[src/rtl/hmmm_mem_pkg.sv]
// Shared types and constants for the HMMM memory responder.
//   state_t     : responder FSM states. HALT reuses low code 3 so the 2-bit
//                 debug code stays compact; RUN and HALT are told apart by
//                 cpu_reset.
//   RDATA_MASK  : bit 15 of every stored word reads as 0.
//   WRITE_HI    : upper byte stored on a processor write.
package hmmm_mem_pkg;

  typedef enum logic [2:0] {
    StIdle = 3'b000,
    StLoad = 3'b001,
    StHold = 3'b010,
    StRun  = 3'b011,
    StHalt = 3'b111
  } state_t;

  localparam logic [15:0] RDATA_MASK = 16'h7FFF;
  localparam logic [7:0]  WRITE_HI   = 8'h00;

  // Debug code: low two bits of the state encoding.
  function automatic logic [1:0] state_code(state_t s);
    return s[1:0];
  endfunction

endpackage

[src/rtl/hmmm_mem_store.sv]
// Word store for the HMMM memory responder.
//   clk, reset_n : clock and async active-low reset (read register only)
//   we/waddr/wdata : single synchronous write port
//   re/raddr/rdata : registered read port, 1 clk latency, bit 15 masked
// The array itself is never reset so loaded programs survive a reset.
module hmmm_mem_store
  import hmmm_mem_pkg::*;
#(
  parameter int unsigned ADDR_WIDTH = 8,
  parameter int unsigned DATA_WIDTH = 16
) (
  input  logic                  clk,
  input  logic                  reset_n,
  input  logic                  we,
  input  logic [ADDR_WIDTH-1:0] waddr,
  input  logic [DATA_WIDTH-1:0] wdata,
  input  logic                  re,
  input  logic [ADDR_WIDTH-1:0] raddr,
  output logic [DATA_WIDTH-1:0] rdata
);

  localparam int unsigned Depth = 2 ** ADDR_WIDTH;

  logic [DATA_WIDTH-1:0] mem_q [Depth];
  logic [DATA_WIDTH-1:0] rdata_q;

  always_ff @(posedge clk) begin
    if (we) begin
      mem_q[waddr] <= wdata;
    end
  end

  always_ff @(posedge clk or negedge reset_n) begin
    if (!reset_n) begin
      rdata_q <= '0;
    end else if (re) begin
      rdata_q <= mem_q[raddr] & DATA_WIDTH'(RDATA_MASK);
    end
  end

  assign rdata = rdata_q;

endmodule

[src/rtl/hmmm_mem_responder.sv]
// Memory-side responder for the HMMM processor bus on the test fixture.
//   Host side : ld_start/ld_valid/ld_ready/ld_data/ld_last load stream,
//               done/result_data/result_adr/write_count result reporting.
//   CPU side  : cpu_reset, mem_adr/mem_write/mem_wdata in,
//               mem_rdata/mem_rdata_oe out (PCB tristate enable).
//   Debug     : state_o.
// Flow: IDLE -> LOAD (program words) -> HOLD (cpu_reset held RESET_HOLD clks)
//       -> RUN (serve the processor) -> HALT on first write if HALT_ON_WRITE.
module hmmm_mem_responder
  import hmmm_mem_pkg::*;
#(
  parameter int unsigned ADDR_WIDTH    = 8,
  parameter int unsigned DATA_WIDTH    = 16,
  parameter int unsigned RESET_HOLD    = 4,
  parameter int unsigned HALT_ON_WRITE = 1
) (
  input  logic                  clk,
  input  logic                  reset_n,
  input  logic                  ld_start,
  input  logic                  ld_valid,
  output logic                  ld_ready,
  input  logic [DATA_WIDTH-1:0] ld_data,
  input  logic                  ld_last,
  output logic                  cpu_reset,
  input  logic [ADDR_WIDTH-1:0] mem_adr,
  input  logic                  mem_write,
  input  logic [7:0]            mem_wdata,
  output logic [DATA_WIDTH-1:0] mem_rdata,
  output logic                  mem_rdata_oe,
  output logic                  done,
  output logic [DATA_WIDTH-1:0] result_data,
  output logic [ADDR_WIDTH-1:0] result_adr,
  output logic [7:0]            write_count,
  output logic [1:0]            state_o
);

  localparam int unsigned HoldW = (RESET_HOLD > 1) ? $clog2(RESET_HOLD) : 1;
  localparam logic [HoldW-1:0]      HoldLast = HoldW'(RESET_HOLD - 1);
  localparam logic [ADDR_WIDTH-1:0] PtrMax   = '1;

  state_t                state_q, state_d;
  logic [ADDR_WIDTH-1:0] ptr_q, ptr_d;
  logic [HoldW-1:0]      hold_q, hold_d;
  logic                  wr_prev_q;
  logic                  done_q;
  logic [DATA_WIDTH-1:0] result_data_q;
  logic [ADDR_WIDTH-1:0] result_adr_q;
  logic [7:0]            count_q;

  logic                  run;
  logic                  ld_accept;
  logic                  load_end;
  logic                  wr_edge;
  logic                  cpu_we;
  logic [DATA_WIDTH-1:0] cpu_word;
  logic                  st_we;
  logic [ADDR_WIDTH-1:0] st_waddr;
  logic [DATA_WIDTH-1:0] st_wdata;
  logic                  st_re;

  assign run       = (state_q == StRun);
  assign ld_accept = (state_q == StLoad) && ld_valid;
  // The pointer never wraps: the last address ends the load on its own.
  assign load_end  = ld_accept && (ld_last || (ptr_q == PtrMax));
  assign wr_edge   = run && mem_write && !wr_prev_q;
  assign cpu_we    = run && mem_write;
  assign cpu_word  = DATA_WIDTH'({WRITE_HI, mem_wdata});

  // Load and CPU writes live in disjoint states, so a plain 2:1 mux suffices.
  assign st_we    = ld_accept || cpu_we;
  assign st_waddr = ld_accept ? ptr_q : mem_adr;
  assign st_wdata = ld_accept ? (ld_data & DATA_WIDTH'(RDATA_MASK)) : cpu_word;
  assign st_re    = run && !mem_write;

  hmmm_mem_store #(
    .ADDR_WIDTH (ADDR_WIDTH),
    .DATA_WIDTH (DATA_WIDTH)
  ) u_store (
    .clk     (clk),
    .reset_n (reset_n),
    .we      (st_we),
    .waddr   (st_waddr),
    .wdata   (st_wdata),
    .re      (st_re),
    .raddr   (mem_adr),
    .rdata   (mem_rdata)
  );

  always_comb begin
    state_d = state_q;
    ptr_d   = ptr_q;
    hold_d  = hold_q;
    unique case (state_q)
      StIdle, StHalt: begin
        if (ld_start) begin
          state_d = StLoad;
          ptr_d   = '0;
        end
      end
      StLoad: begin
        if (load_end) begin
          state_d = StHold;
          hold_d  = '0;
        end else if (ld_accept) begin
          ptr_d = ptr_q + 1'b1;
        end
      end
      StHold: begin
        if (hold_q == HoldLast) begin
          state_d = StRun;
        end else begin
          hold_d = hold_q + 1'b1;
        end
      end
      StRun: begin
        if ((HALT_ON_WRITE != 0) && wr_edge) begin
          state_d = StHalt;
        end
      end
      default: state_d = StIdle;
    endcase
  end

  always_ff @(posedge clk or negedge reset_n) begin
    if (!reset_n) begin
      state_q <= StIdle;
      ptr_q   <= '0;
      hold_q  <= '0;
    end else begin
      state_q <= state_d;
      ptr_q   <= ptr_d;
      hold_q  <= hold_d;
    end
  end

  always_ff @(posedge clk or negedge reset_n) begin
    if (!reset_n) begin
      wr_prev_q     <= 1'b0;
      done_q        <= 1'b0;
      result_data_q <= '0;
      result_adr_q  <= '0;
      count_q       <= '0;
    end else begin
      wr_prev_q <= mem_write;
      done_q    <= wr_edge;
      if (load_end) begin
        // A new run starts with a clean result record (address is kept).
        count_q       <= '0;
        result_data_q <= '0;
      end else if (wr_edge) begin
        result_adr_q  <= mem_adr;
        result_data_q <= cpu_word;
        if (count_q != 8'hFF) begin
          count_q <= count_q + 8'd1;
        end
      end
    end
  end

  assign ld_ready     = (state_q == StLoad);
  assign cpu_reset    = (state_q != StRun);
  assign mem_rdata_oe = st_re;
  assign done         = done_q;
  assign result_data  = result_data_q;
  assign result_adr   = result_adr_q;
  assign write_count  = count_q;
  assign state_o      = state_code(state_q);

endmodule

[config.mk]
export PLATFORM = sky130hd
export DESIGN_NAME = hmmm_mem_responder
export DESIGN_NICKNAME = d
export VERILOG_FILES = /design/src/rtl/hmmm_mem_pkg.sv /design/src/rtl/hmmm_mem_store.sv /design/src/rtl/hmmm_mem_responder.sv
export SDC_FILE = /design/constraint.sdc
export NUM_CORES = 2
export LEC_CHECK = 0
export CAP_MARGIN = 10
export CORE_MARGIN = 4
export CORE_UTILIZATION = 50
export CTS_CLUSTER_DIAMETER = 200
export DETAILED_ROUTE_END_ITERATION = 7
export GPL_TIMING_DRIVEN = 0
export PLACE_DENSITY_LB_ADDON = 0.25
export SLEW_MARGIN = 5
export SYNTH_ARGS = -nofsm -noshare
export SYNTH_HDL_FRONTEND = slang
export SYNTH_HIERARCHICAL = 1
export SYNTH_SLANG_ARGS = --single-unit
[constraint.sdc]
create_clock -name clk -period 6.9 [get_ports clk]
set_input_delay 1.38 -clock clk [delete_from_list [all_inputs] [get_ports clk]]
set_output_delay 1.38 -clock clk [all_outputs]
set_load 0.005 [all_outputs]
After elaboration in Yosys (flattened, before gate mapping). Memories as Yosys holds them, arrays and structs flattened. A register that Yosys moved wholly into a read port is not among the register bits. Cells that the tools add are included.

Add/sub/neg operators: 3. Eq/ne operators: 15. Mux-type cells: 21. Bitwise gates (word level): 1. Reductions and logical operators: 21.

Operators by type and width (count): two-way mux 8 bit (7); two-way mux 16 bit (2); adder 8 x 1 -> 8 bit, second input constant (2); case mux 8 bit (2 select lines) (1); two-way mux 15 bit (1); two-way mux 3 bit (4); case mux 3 bit (4 select lines) (1); == test 8 bit, second input constant (1); inequality test 2 bit, second input constant (4); inequality test 8 bit, second input constant (1); AND reduction 4 bit (2); nonzero test 2 bit (4); == test 3 x 2 -> 1 bit, second input constant (2); inequality test 2 x 1 -> 1 bit, second input constant (3); logical AND 1 bit (5); two-way mux 2 bit (2); case mux 2 bit (2 select lines) (1); AND reduction 2 bit (2); == test 3 x 1 -> 1 bit, second input constant (1); == test 3 bit, second input constant (1); logical NOT 1 bit (3); logical NOT 3 bit (1); inequality test 3 x 2 -> 1 bit, second input constant (1); AND reduction 3 bit (1); 6 further kinds (8).

Register bits: 47. Bits in writable memories: 3840. Input bits: 38. Output and inout port bits: 54. Word-level logic and storage cells: 70. Memories kept: 1.

Memory list: u_store.mem_q (depth 256, bits a word 15, rd ports 1, clocked after memory_dff 1, wr ports 1, RTL line hmmm_mem_store.sv:24) `logic [DATA_WIDTH-1:0] mem_q [Depth];`.

Logic depth before layout (Yosys ltp).
Word-level depth: 5. Gate-level depth with buffers: 12. Gate-level depth less buffers: 8.

Modules after synthesis. The synthesis kept the hierarchy.

Modules (own cells, without submodules): hmmm_mem_store (instances 1, cells each 7163, area each 149873.7 µm², sequential area each 115686.0 µm²); hmmm_mem_responder (instances 1, cells each 272, area each 2238.4 µm², sequential area each 975.9 µm²).

Worst setup path before layout. Ideal clock, no wire load.

Kind: input-to-reg. From: in ld_valid. To: mem u_store/mem_q[0][10] (netlist bit) (data pin). Setup time: 0.868 ns. Arrival time: 5.415 ns. Path slack: 0.616 ns. Stages: 3. Path buffers: 1. Cells stage by stage: nor4bb_1 -> clkbuf_1 -> and2_1.

Longest elaborated chain between the ends: 2.

RTL lines: start, declared (RTL line hmmm_mem_responder.sv:20) `input logic ld_valid,`; logical AND 1 bit (RTL line hmmm_mem_responder.sv:62) `assign ld_accept = (state_q == StLoad) && ld_valid;`; two-way mux 15 bit (RTL line hmmm_mem_responder.sv:72) `assign st_wdata = ld_accept ? (ld_data & DATA_WIDTH'(RDATA_MASK)) : cpu_word;`; named net st_wdata[10] (RTL line hmmm_mem_responder.sv:58) `logic [DATA_WIDTH-1:0] st_wdata;`; end, declared (RTL line hmmm_mem_store.sv:24).

The timed path passes the listed nets, and every way through them passes these cells.

==> qor.txt <==
Hold/Removal Path Class: in2async
RePlAce Congestion: 1.07
Max Cap Viol: 7
CTS Root Cell: clkbuf_16
Final HPWL DP: 484 mm
Hold Worst Slack: 0.313 ns
synthesized area per cell: 20.5 um2
Placed Cells: 11,900
post-CTS setup repair buffer count: 0
via count: 93,400
# rows: 202
CTS Hold Buffers Added: 0
clk sinks: 3,894
Final Hold Vio Count: 0
Final Critical Period: 7.35 ns
iteration count of the initial detailed-routing pass: 7
crit path DAT: 8.22 ns
Worst Reg-to-Reg Cells: 12
fillers: 21,600
htree depth: 5
post-synthesis instance total: 7,435
CTS Buffer Depth: 4
most frequent cells in the layout: edfxtp_1 (3,840), mux2i_1 (709), mux4_2 (587)
fin crit share: 1.07
Yosys top cell area share: 0.758
IO Pins: 92
synthesized flop and latch total: 3,894
CP delay by family, top: buffers and inverters
CTS tree: yes
final net count: 8,316
final non-filler cell total: 12,600
Worst VDD drop: 237 uV
core area: 303,000 um2
DRC: 0
leak pwr: 58.5 nW
Starting Density: 0.502
initial antenna violation count: 84
Worst Tran Pin Value: 1.74 ns
Worst Path Required: 7.77 ns
r2r endpoint: u_store/mem_q[65][4]
fin. max-slew vios: 17
vias in the first global route: 83,900
Die Wd: 560 um
Yosys top cell by area: edfxtp_1
worst slack at placement: -1.80 ns
Slowest-stage cell, CP: buf_2
violated checks: max-capacitance violations, max-slew violations, negative setup slack
FMAX: 136 MHz
pwr/cell area: 306 nW/um2
RSZ-0062 raised after global routing: no
CP endpoint kind: flop
max incr delay on CP: 1.01 ns
setup_tns: -1.58 ns
Netlist cell types: 86
Area Overhead vs Synth: 17.5%
post-route ant nets: 0
DIE AREA: 313,000 um2
leading cell type in the layout, fill and taps excluded: edfxtp_1
synth warn: 6
Via density: 7.39
Detailed Route Iter0 Violations: 19,900
Async SR Flop Fraction: 0.0139
EDFF count, synth: 3,840
mapped cell area: 152,000 um2
reg-to-reg startpoint: state_q[0]
drt wl/cell: 54.3 um
Clk Latency, worst-skew pair: 1.01 ns
Main synth FF type: edfxtp_1
CP bufs+invs: 7
outcome: finished, violations left
share of cells above drive strength 1: 0.259
port bufs: 81
largest net degree at the start of global routing: 89
overall routing resource usage: 0.431
critical path type: in2reg
Finish-stage setup viols: 12
clock transition at the registers of the reported paths: 0.07 ns
FF-to-FF setup slack: 0.97 ns
post-synthesis sequential area ratio: 0.767
crit-path max FO: 11
startpoint types: input pin
Setup Skew: 0.0584 ns
Setup WS post-layout: -0.449 ns
Final Util: 0.590
Synth area leaders: edfxtp_1 (76%), mux4_2 (8.7%), mux2i_1 (4.7%)
worst rel slew slack: -0.160
grt ovf: 0
worst path cell trace: clkdlybuf4s50_1 -> buf_4 -> buf_4 -> buf_2 -> buf_4 -> buf_2 -> buf_2 -> mux2i_1 -> o21ai_0 -> nand4_1 -> o31ai_1
overall routed net length: 686 mm
cts bufs inserted: 393
Die Ht: 560 um
first-pass GRT wire length: 864 mm
## per-layer routing
| layer | GRT usage | part of all wire | vias up |
|---|---|---|---|
| met3 | 0.212 | 0.17 | 2193 |
| met1 | 0.533 | 0.33 | 48600 |
| met2 | 0.574 | 0.40 | 9752 |
| met4 | 0.335 | 0.097 | 43 |
| li1 | - | - | 32800 |
| met5 | 0.0277 | 0.0025 | - |
## sequential cells by signal (all words and copies together) (netlist names)
name	cells
write_count	8
result_data	8
done	1
ptr_q	8
wr_prev_q	1
state_q	3
hold_q	2
u_store/rdata	15
u_store/mem_q	3840
result_adr	8
## cell families after synthesis
kind of cell / count (synthesis) / share of synthesized area
AND/OR/NAND/NOR: 784 / 0.0224
buffers and inverters: 482 / 0.0244
adder cells (fa/ha/maj): 3 / 0.000247
multiplexers: 1380 / 0.144
other: 2 / 0.0000494
AO/OA/AOI/OAI: 887 / 0.0414
flip-flops: 3894 / 0.767
XOR/XNOR: 3 / 0.000173
## worst register-to-register path, cell delays in order, from the launching register on
cell      delay, ns
dfrtp_1        0.37
buf_2          0.23
nor4bb_1       0.71
clkbuf_1       0.52
nand2_1        0.12
nand2_1        0.15
clkbuf_1       0.49
nor2b_1        0.20
clkbuf_1       0.41
nand3_1        0.61
clkbuf_2       0.62
nor2_2         0.92
buf_8          0.25
## stage by stage
step / instance area, um2 / power, mW
4_1_cts: 179000 / 54.4
3_3_place_gp: 158000 / 33.3
2_1_floorplan: 152000 / 30.0
3_5_place_dp: 166000 / 33.1
6_report: 179000 / 54.8
5_1_grt: 179000 / 55.6
## final cells by class
| cell class | count | area, um2 | share of cell area |
|---|---|---|---|
| Timing Repair Buffer | 438 | 7020 | 0.0393 |
| Clock inverter | 241 | 2570 | 0.0144 |
| Clock buffer | 481 | 10400 | 0.0583 |
| Buffer | 460 | 3710 | 0.0208 |
| Sequential cell | 3894 | 117000 | 0.653 |
| Multi-Input combinational cell | 3066 | 33200 | 0.186 |
| Inverter | 22 | 82.6 | 0.000462 |
| Antenna cell | 58 | 145 | 0.000812 |
| Tap cell | 3978 | 4980 | 0.0278 |
## cells in the mapped netlist, types with 13 or more instances
| cell type | n |
|---|---|
| edfxtp_1 | 3840 |
| mux2i_1 | 712 |
| mux4_2 | 587 |
| nor2_1 | 337 |
| nand2_1 | 253 |
| o22ai_1 | 224 |
| clkbuf_1 | 164 |
| a21oi_1 | 138 |
| o221ai_1 | 128 |
| o21ai_0 | 94 |
| a2111oi_0 | 88 |
| buf_2 | 79 |
| buf_6 | 62 |
| dfrtp_1 | 54 |
| a211oi_1 | 47 |
| mux4_1 | 47 |
| buf_12 | 44 |
| a221oi_1 | 41 |
| nand3_1 | 41 |
| nor3_1 | 40 |
| buf_4 | 39 |
| mux2_2 | 34 |
| buf_1 | 26 |
| buf_8 | 23 |
| inv_1 | 20 |
| clkbuf_8 | 19 |
| nor2b_1 | 19 |
| nand4_1 | 18 |
| nor4_1 | 16 |
| and2_1 | 13 |
## what timing repair did
item | 4_1_cts | 5_1_grt
resized for setup | 5 | 3
endpoints found under the setup margin | 3 | 1
pin swaps | 1 | 1
hold endpoints to repair | 0 | 0
## report_power, final
part / internal (mW) / switching [mW] / total [mW]
Sequential: 26.9 / 0.223 / 27.1
Clock: 12.5 / 9.31 / 21.8
Combinational: 1.47 / 4.34 / 5.82
Total: 40.9 / 13.9 / 54.8
## worst max-delay path by stage
stage	from	end	slack, ns	cells after the start
6_report	mem_adr[1]	u_store/rdata[2]	-0.45	11
5_1_grt	mem_adr[1]	u_store/rdata[2]	0.08	11
4_1_cts	mem_adr[1]	u_store/rdata[2]	0.01	11
3_5_place_dp	mem_adr[4]	u_store/rdata[2]	-1.80	11
3_3_place_gp	ld_valid	u_store/mem_q[16][9]	-5.59	4
2_1_floorplan	ld_valid	u_store/mem_q[0][10]	0.62	3
Power figures use the tool's default switching activity.
